## src/rtl/regfile_wb_pkg.sv

```systemverilog
// Shared constants and types for the register-file writeback arbiter.
package regfile_wb_pkg;

  localparam int REG_PC = 15;
  localparam int REG_LR = 14;
  localparam int REG_SP = 13;

  localparam int DEF_AW = 4;
  localparam int DEF_DW = 32;

  typedef struct packed {
    logic              valid;
    logic [DEF_AW-1:0] addr;
    logic [DEF_DW-1:0] data;
  } wb_req_t;

endpackage

```

## src/rtl/regfile_wb_arbiter_rr_pick2.sv

```systemverilog
// Combinational two-grant round-robin picker: grant A is the first valid from ptr,
// grant B the next valid whose address differs from A's.
module rr_pick2 #(
  parameter int NREQ = 4,
  parameter int AW   = 4,
  localparam int PW  = (NREQ > 1) ? $clog2(NREQ) : 1
) (
  input  logic [NREQ-1:0]    valid,
  input  logic [NREQ*AW-1:0] addr,
  input  logic [PW-1:0]      ptr,
  output logic               a_valid,
  output logic [PW-1:0]      a_idx,
  output logic               b_valid,
  output logic [PW-1:0]      b_idx
);

  logic [AW-1:0] addr_arr [NREQ];

  for (genvar gi = 0; gi < NREQ; gi++) begin : g_addr
    assign addr_arr[gi] = addr[gi*AW +: AW];
  end

  always_comb begin
    logic [PW:0]   sum;
    logic [PW-1:0] idx;
    logic [AW-1:0] a_addr;
    a_valid = 1'b0;
    a_idx   = '0;
    b_valid = 1'b0;
    b_idx   = '0;
    a_addr  = '0;
    sum     = '0;
    idx     = '0;
    for (int k = 0; k < NREQ; k++) begin
      // Scan order wraps modulo NREQ, which need not be a power of two.
      sum = {1'b0, ptr} + (PW+1)'(k);
      if (sum >= (PW+1)'(NREQ)) sum = sum - (PW+1)'(NREQ);
      idx = sum[PW-1:0];
      if (valid[idx]) begin
        if (!a_valid) begin
          a_valid = 1'b1;
          a_idx   = idx;
          a_addr  = addr_arr[idx];
        end else if (!b_valid && addr_arr[idx] != a_addr) begin
          b_valid = 1'b1;
          b_idx   = idx;
        end
      end
    end
  end

endmodule

```

## src/rtl/regfile_wb_arbiter.sv

```systemverilog
// Writeback arbiter: NREQ requesters onto two registered regfile write ports.
// Define WB_SCOREBOARD_EN to build the per-register outstanding-write scoreboard.
module regfile_wb_arbiter
  import regfile_wb_pkg::*;
#(
  parameter int NREQ  = 4,
  parameter int DW    = DEF_DW,
  parameter int AW    = DEF_AW,
  parameter int CNT_W = 2
) (
  input  logic              clk,
  input  logic              rst_n,
  input  logic [NREQ-1:0]   req_valid,
  output logic [NREQ-1:0]   req_ready,
  input  logic [NREQ*AW-1:0] req_addr,
  input  logic [NREQ*DW-1:0] req_data,
  output logic              w_en1,
  output logic [AW-1:0]     w_addr1,
  output logic [DW-1:0]     w_data1,
  output logic              w_en2,
  output logic [AW-1:0]     w_addr2,
  output logic [DW-1:0]     w_data2,
  input  logic              rsv_valid,
  input  logic [AW-1:0]     rsv_addr,
  output logic [2**AW-1:0]  reg_busy,
  output logic              sb_err
);

  localparam int PW   = (NREQ > 1) ? $clog2(NREQ) : 1;
  localparam int NREG = 2**AW;

  logic [PW-1:0] ptr_reg, ptr_next;
  logic          a_valid, b_valid;
  logic [PW-1:0] a_idx, b_idx;
  logic [AW-1:0] addr_arr [NREQ];
  logic [DW-1:0] data_arr [NREQ];

  logic          w_en1_reg, w_en1_next, w_en2_reg, w_en2_next;
  logic [AW-1:0] w_addr1_reg, w_addr1_next, w_addr2_reg, w_addr2_next;
  logic [DW-1:0] w_data1_reg, w_data1_next, w_data2_reg, w_data2_next;

  rr_pick2 #(.NREQ(NREQ), .AW(AW)) u_pick (
    .valid   (req_valid),
    .addr    (req_addr),
    .ptr     (ptr_reg),
    .a_valid (a_valid),
    .a_idx   (a_idx),
    .b_valid (b_valid),
    .b_idx   (b_idx)
  );

  for (genvar gi = 0; gi < NREQ; gi++) begin : g_req
    assign addr_arr[gi]  = req_addr[gi*AW +: AW];
    assign data_arr[gi]  = req_data[gi*DW +: DW];
    assign req_ready[gi] = (a_valid && a_idx == PW'(gi)) || (b_valid && b_idx == PW'(gi));
  end

  function automatic logic [PW-1:0] wrap_inc(input logic [PW-1:0] idx);
    return (idx == PW'(NREQ-1)) ? '0 : idx + 1'b1;
  endfunction

  // B is always later than A in scan order, so it is the last grant when present.
  always_comb begin
    ptr_next = ptr_reg;
    if (b_valid)      ptr_next = wrap_inc(b_idx);
    else if (a_valid) ptr_next = wrap_inc(a_idx);
  end

  always_comb begin
    w_en1_next   = a_valid;
    w_addr1_next = a_valid ? addr_arr[a_idx] : w_addr1_reg;
    w_data1_next = a_valid ? data_arr[a_idx] : w_data1_reg;
    w_en2_next   = b_valid;
    w_addr2_next = b_valid ? addr_arr[b_idx] : w_addr2_reg;
    w_data2_next = b_valid ? data_arr[b_idx] : w_data2_reg;
  end

  always_ff @(posedge clk) begin
    if (!rst_n) begin
      ptr_reg     <= '0;
      w_en1_reg   <= 1'b0;
      w_addr1_reg <= '0;
      w_data1_reg <= '0;
      w_en2_reg   <= 1'b0;
      w_addr2_reg <= '0;
      w_data2_reg <= '0;
    end else begin
      ptr_reg     <= ptr_next;
      w_en1_reg   <= w_en1_next;
      w_addr1_reg <= w_addr1_next;
      w_data1_reg <= w_data1_next;
      w_en2_reg   <= w_en2_next;
      w_addr2_reg <= w_addr2_next;
      w_data2_reg <= w_data2_next;
    end
  end

  assign w_en1   = w_en1_reg;
  assign w_addr1 = w_addr1_reg;
  assign w_data1 = w_data1_reg;
  assign w_en2   = w_en2_reg;
  assign w_addr2 = w_addr2_reg;
  assign w_data2 = w_data2_reg;

`ifdef WB_SCOREBOARD_EN
  logic [NREG-1:0] err_vec;
  logic            sb_err_reg;

  for (genvar gi = 0; gi < NREG; gi++) begin : g_sb
    logic [CNT_W-1:0] cnt_reg;
    logic             inc, dec;
    // The arbiter never writes one register on both ports, so dec is a single event.
    assign inc = rsv_valid && rsv_addr == AW'(gi);
    assign dec = (w_en1_reg && w_addr1_reg == AW'(gi)) || (w_en2_reg && w_addr2_reg == AW'(gi));
    assign err_vec[gi]  = (inc && !dec && cnt_reg == '1) || (dec && !inc && cnt_reg == '0);
    assign reg_busy[gi] = |cnt_reg;

    always_ff @(posedge clk) begin
      if (!rst_n)                                 cnt_reg <= '0;
      else if (inc && !dec && cnt_reg != '1)      cnt_reg <= cnt_reg + 1'b1;
      else if (dec && !inc && cnt_reg != '0)      cnt_reg <= cnt_reg - 1'b1;
    end
  end

  always_ff @(posedge clk) begin
    if (!rst_n)        sb_err_reg <= 1'b0;
    else if (|err_vec) sb_err_reg <= 1'b1;
  end

  assign sb_err = sb_err_reg;
`else
  logic unused_rsv;
  assign unused_rsv = ^{rsv_valid, rsv_addr};
  assign reg_busy   = '0;
  assign sb_err     = 1'b0;
`endif

endmodule

```

## config.mk

```make
export PLATFORM = sky130hd
export DESIGN_NAME = regfile_wb_arbiter
export DESIGN_NICKNAME = d
export VERILOG_FILES = /design/src/rtl/regfile_wb_pkg.sv /design/src/rtl/regfile_wb_arbiter_rr_pick2.sv /design/src/rtl/regfile_wb_arbiter.sv
export SDC_FILE = /design/constraint.sdc
export NUM_CORES = 1
export LEC_CHECK = 0
export ABC_AREA = 1
export ABC_CLOCK_PERIOD_IN_PS = 3500
export CAP_MARGIN = 20
export CORE_MARGIN = 2
export CORE_UTILIZATION = 46
export CTS_CLUSTER_DIAMETER = 60
export DETAILED_ROUTE_END_ITERATION = 6
export PLACE_DENSITY = 0.9
export REMOVE_ABC_BUFFERS = 1
export SLEW_MARGIN = 30
export SYNTH_ARGS = -nofsm -noshare
export SYNTH_HDL_FRONTEND = slang
export SYNTH_SLANG_ARGS = --single-unit
```

## constraint.sdc

```tcl
create_clock -name clk -period 3.5 [get_ports clk]
set_input_delay 0.525 -clock clk [delete_from_list [all_inputs] [get_ports clk]]
set_output_delay 0.525 -clock clk [all_outputs]
set_load 0.005 [all_outputs]
```

==> flow_metrics.tcl <==
set metrics [dict create \
    die_w_um 126.4 \
    clk_latency_ps 340 \
    h-tree-depth 3 \
    cp_max_fo 7 \
    setup_ws_ps -156.2 \
    status "complete, but fails checks" \
    critPathLaunchType "flip-flop" \
    final_util_pct 72.62 \
    nets 1654 \
    wire_per_inst_um 14.85 \
    yosysUniqueCellTypes 35 \
    violations "negative setup slack" \
    start_util_pct 47.26 \
    dr.pass1.iters 5 \
    synth_area_per_cell_sq_um 5.651 \
    cp.arrival_ps 3130 \
    synth_warnings 0 \
    final_hold_viol_count 0 \
    grt-ovfl-total 0 \
    ios 250 \
    path_clk_slew_ps 60 \
    dpl.hpwl_um 16400 \
    holdBufCountCts 0 \
    setup_viol 4 \
    cts-root-buf "clkbuf_16" \
    clock.fmax_mhz 273.5 \
    synth-seq-cells 76 \
    area_delta_synth_final_pct 53.68 \
    fillers 1126 \
    core_sq_mm 0.01459 \
    leakage_nw 5.764 \
    critPathCaptureType "output pin" \
    numCtsBuffers 9 \
    grt_pass1_vias 8155 \
    crit_required_ps 2970 \
    synth_edf_count 0 \
    synth_top_area_share_pct 22.07 \
    worstMarginPinSlew_ps 817.7 \
    yosysTopAreaCell "dfxtp_1" \
    antenna_found_initial 0 \
    ant_nets 0 \
    rsz0062_at_grt "yes" \
    io_buffers 227 \
    ys_top_cells_by_count "inv_1 (278), nand3_1 (235), nand2_1 (226)" \
    drtIter0Drc 716 \
    cts_sinks 76 \
    clock_skew_ps 5.941 \
    vdd_ir_drop_max_uv 905.1 \
    cts_tree "built" \
    drv_cap 0 \
    dieArea_sq_mm 0.01598 \
    worst_hold_path_type "flip-flop to flip-flop" \
    antenna_cells 0 \
    die_h_um 126.4 \
    ys_async_sr_fraction_pct 0 \
    ys.flop_type "dfxtp_1" \
    grt_first_pass_wirelength_um 38200 \
    grt_max_degree 73 \
    relSlewSlack_pct 45.49 \
    slew_viol_final 0 \
    viasPerCell 5.372 \
    ys_seq_area_share_pct 22.07 \
    syn_area_sq_mm 0.006894 \
    holdWs_ps 497.8 \
    num_rows 44 \
    drt-total-wl_um 24920 \
    synthTopCellsByArea "dfxtp_1 (22%), nand3_1 (17%), inv_1 (15%), nand2_1 (12%), o21ai_0 (8.7%)" \
    power_density_mw_per_mm2 1284 \
    cts_buffer_depth 2 \
    grt_usage_pct 28.49 \
    drive_above_1_share_pct 16.27 \
    period_needed_ps 3656 \
    vias 9015 \
    crit_type "flip-flop to output pin" \
    finalPower_mw 13.60 \
    place_congestion 0.8876 \
    synthCells 1220 \
    drcViolationCount 0 \
    finalCritPeriodShare_pct 104.5 \
    synth.most_common_cell "inv_1" \
]
area by class of cell:
cell class,count,area (sq um),area share [%]
multi-input cells,774,4227,39.89
repair buffers,344,3242,30.60
flip-flops and latches,76,1526,14.41
inverters,285,1080,10.19
well taps,184,230.2,2.173
clock buffers,9,225.2,2.126
clock inverters,6,65.06,0.6141
cell families (layout without fill, tap and decap cells):
family	after synthesis	after routing	share of synthesized area (%)
buffers and inverters	386	644	23.38
AOI/OAI and AO/OA	254	254	20.38
xor gates and xnor gates	4	4	0.5083
and+or+nand+nor	490	490	31.98
other	1	17	0.05439
DFF	76	76	22.07
adders and majority gates	9	9	1.633
final timing paths:
kind / end / cells after the start / start / slack (ps)
max: req_ready[3] / 23 / ptr_reg[0] / -160
min: w_data1[1] / 2 / w_data1[1] / 500
max reg2reg: w_addr2[1] / 21 / ptr_reg[0] / 220
min reg2reg: w_data1[1] / 2 / w_data1[1] / 500
cells in the final DEF (no fill, tap or decap), types with 7 or more instances in the layout:
master	instances
nand3_1	227
inv_2	12
o211ai_1	38
clkbuf_16	11
dfxtp_1	74
a21oi_1	72
dlygate4sd2_1	12
nand2_2	31
o21ai_0	113
o21ai_2	14
nor2_1	7
conb_1	17
nand2_4	12
buf_4	103
nand2_1	186
inv_1	270
buf_6	7
o21ai_1	7
clkdlybuf4s50_1	205
repair_timing:
| action | 4_1_cts | 5_1_grt |
|---|---|---|
| endpoints found under the setup margin | 4 | 40 |
| gates resized for setup | 90 | 72 |
| setup buffers | 17 | 15 |
| cloned | 0 | 2 |
| pin swaps | 27 | 46 |
worst max-delay path, cell delays in order, from the launching register on:
cell and delay, ps:
dfxtp_4 370, buf_12 150, buf_12 140, nand2_1 70, nand2_2 70, nand2_2 80, nand2_4 90, buf_6 140
nand3_4 90, nand2_4 50, inv_2 80, nand2_2 80, nand2_2 60, nand2_2 50, nor2_1 100, nand2_1 100
nand2_2 90, nor2_1 60, and2_4 140, nor2_4 190, inv_4 70, ha_4 160, a22o_1 220, buf_2 130
metal layers:
layer | part of all wire [%] | vias up | track usage, % | wire, um
met5 | 0 | - | 0 | 0
met4 | 3.9 | 0 | 13.06 | 983
met3 | 8.7 | 85 | 7.507 | 2170
met2 | 48 | 449 | 49.45 | 11960
met1 | 39 | 4089 | 32.70 | 9808
li1 | - | 4392 | - | -
stage by stage:
step	instances	setup TNS (ps)	area, sq um	worst slack [ps]
floorplan	1135	-103060	6412	-1989
global placement	1630	-1899	9607	-469.3
detailed placement	1630	-4282	9607	-488.5
CTS	1662	-61.79	10160	-61.79
global route	1678	-947.9	10600	-258.6
finish	1678	-508.3	10600	-156.2
power breakdown:
part           switching (mW)  internal, mW  total, mW
sequential              0.194          1.28       1.48
combinational            6.61          4.57       11.2
clock                   0.396         0.550      0.946
No activity file was read; power rests on OpenSTA's default activity.
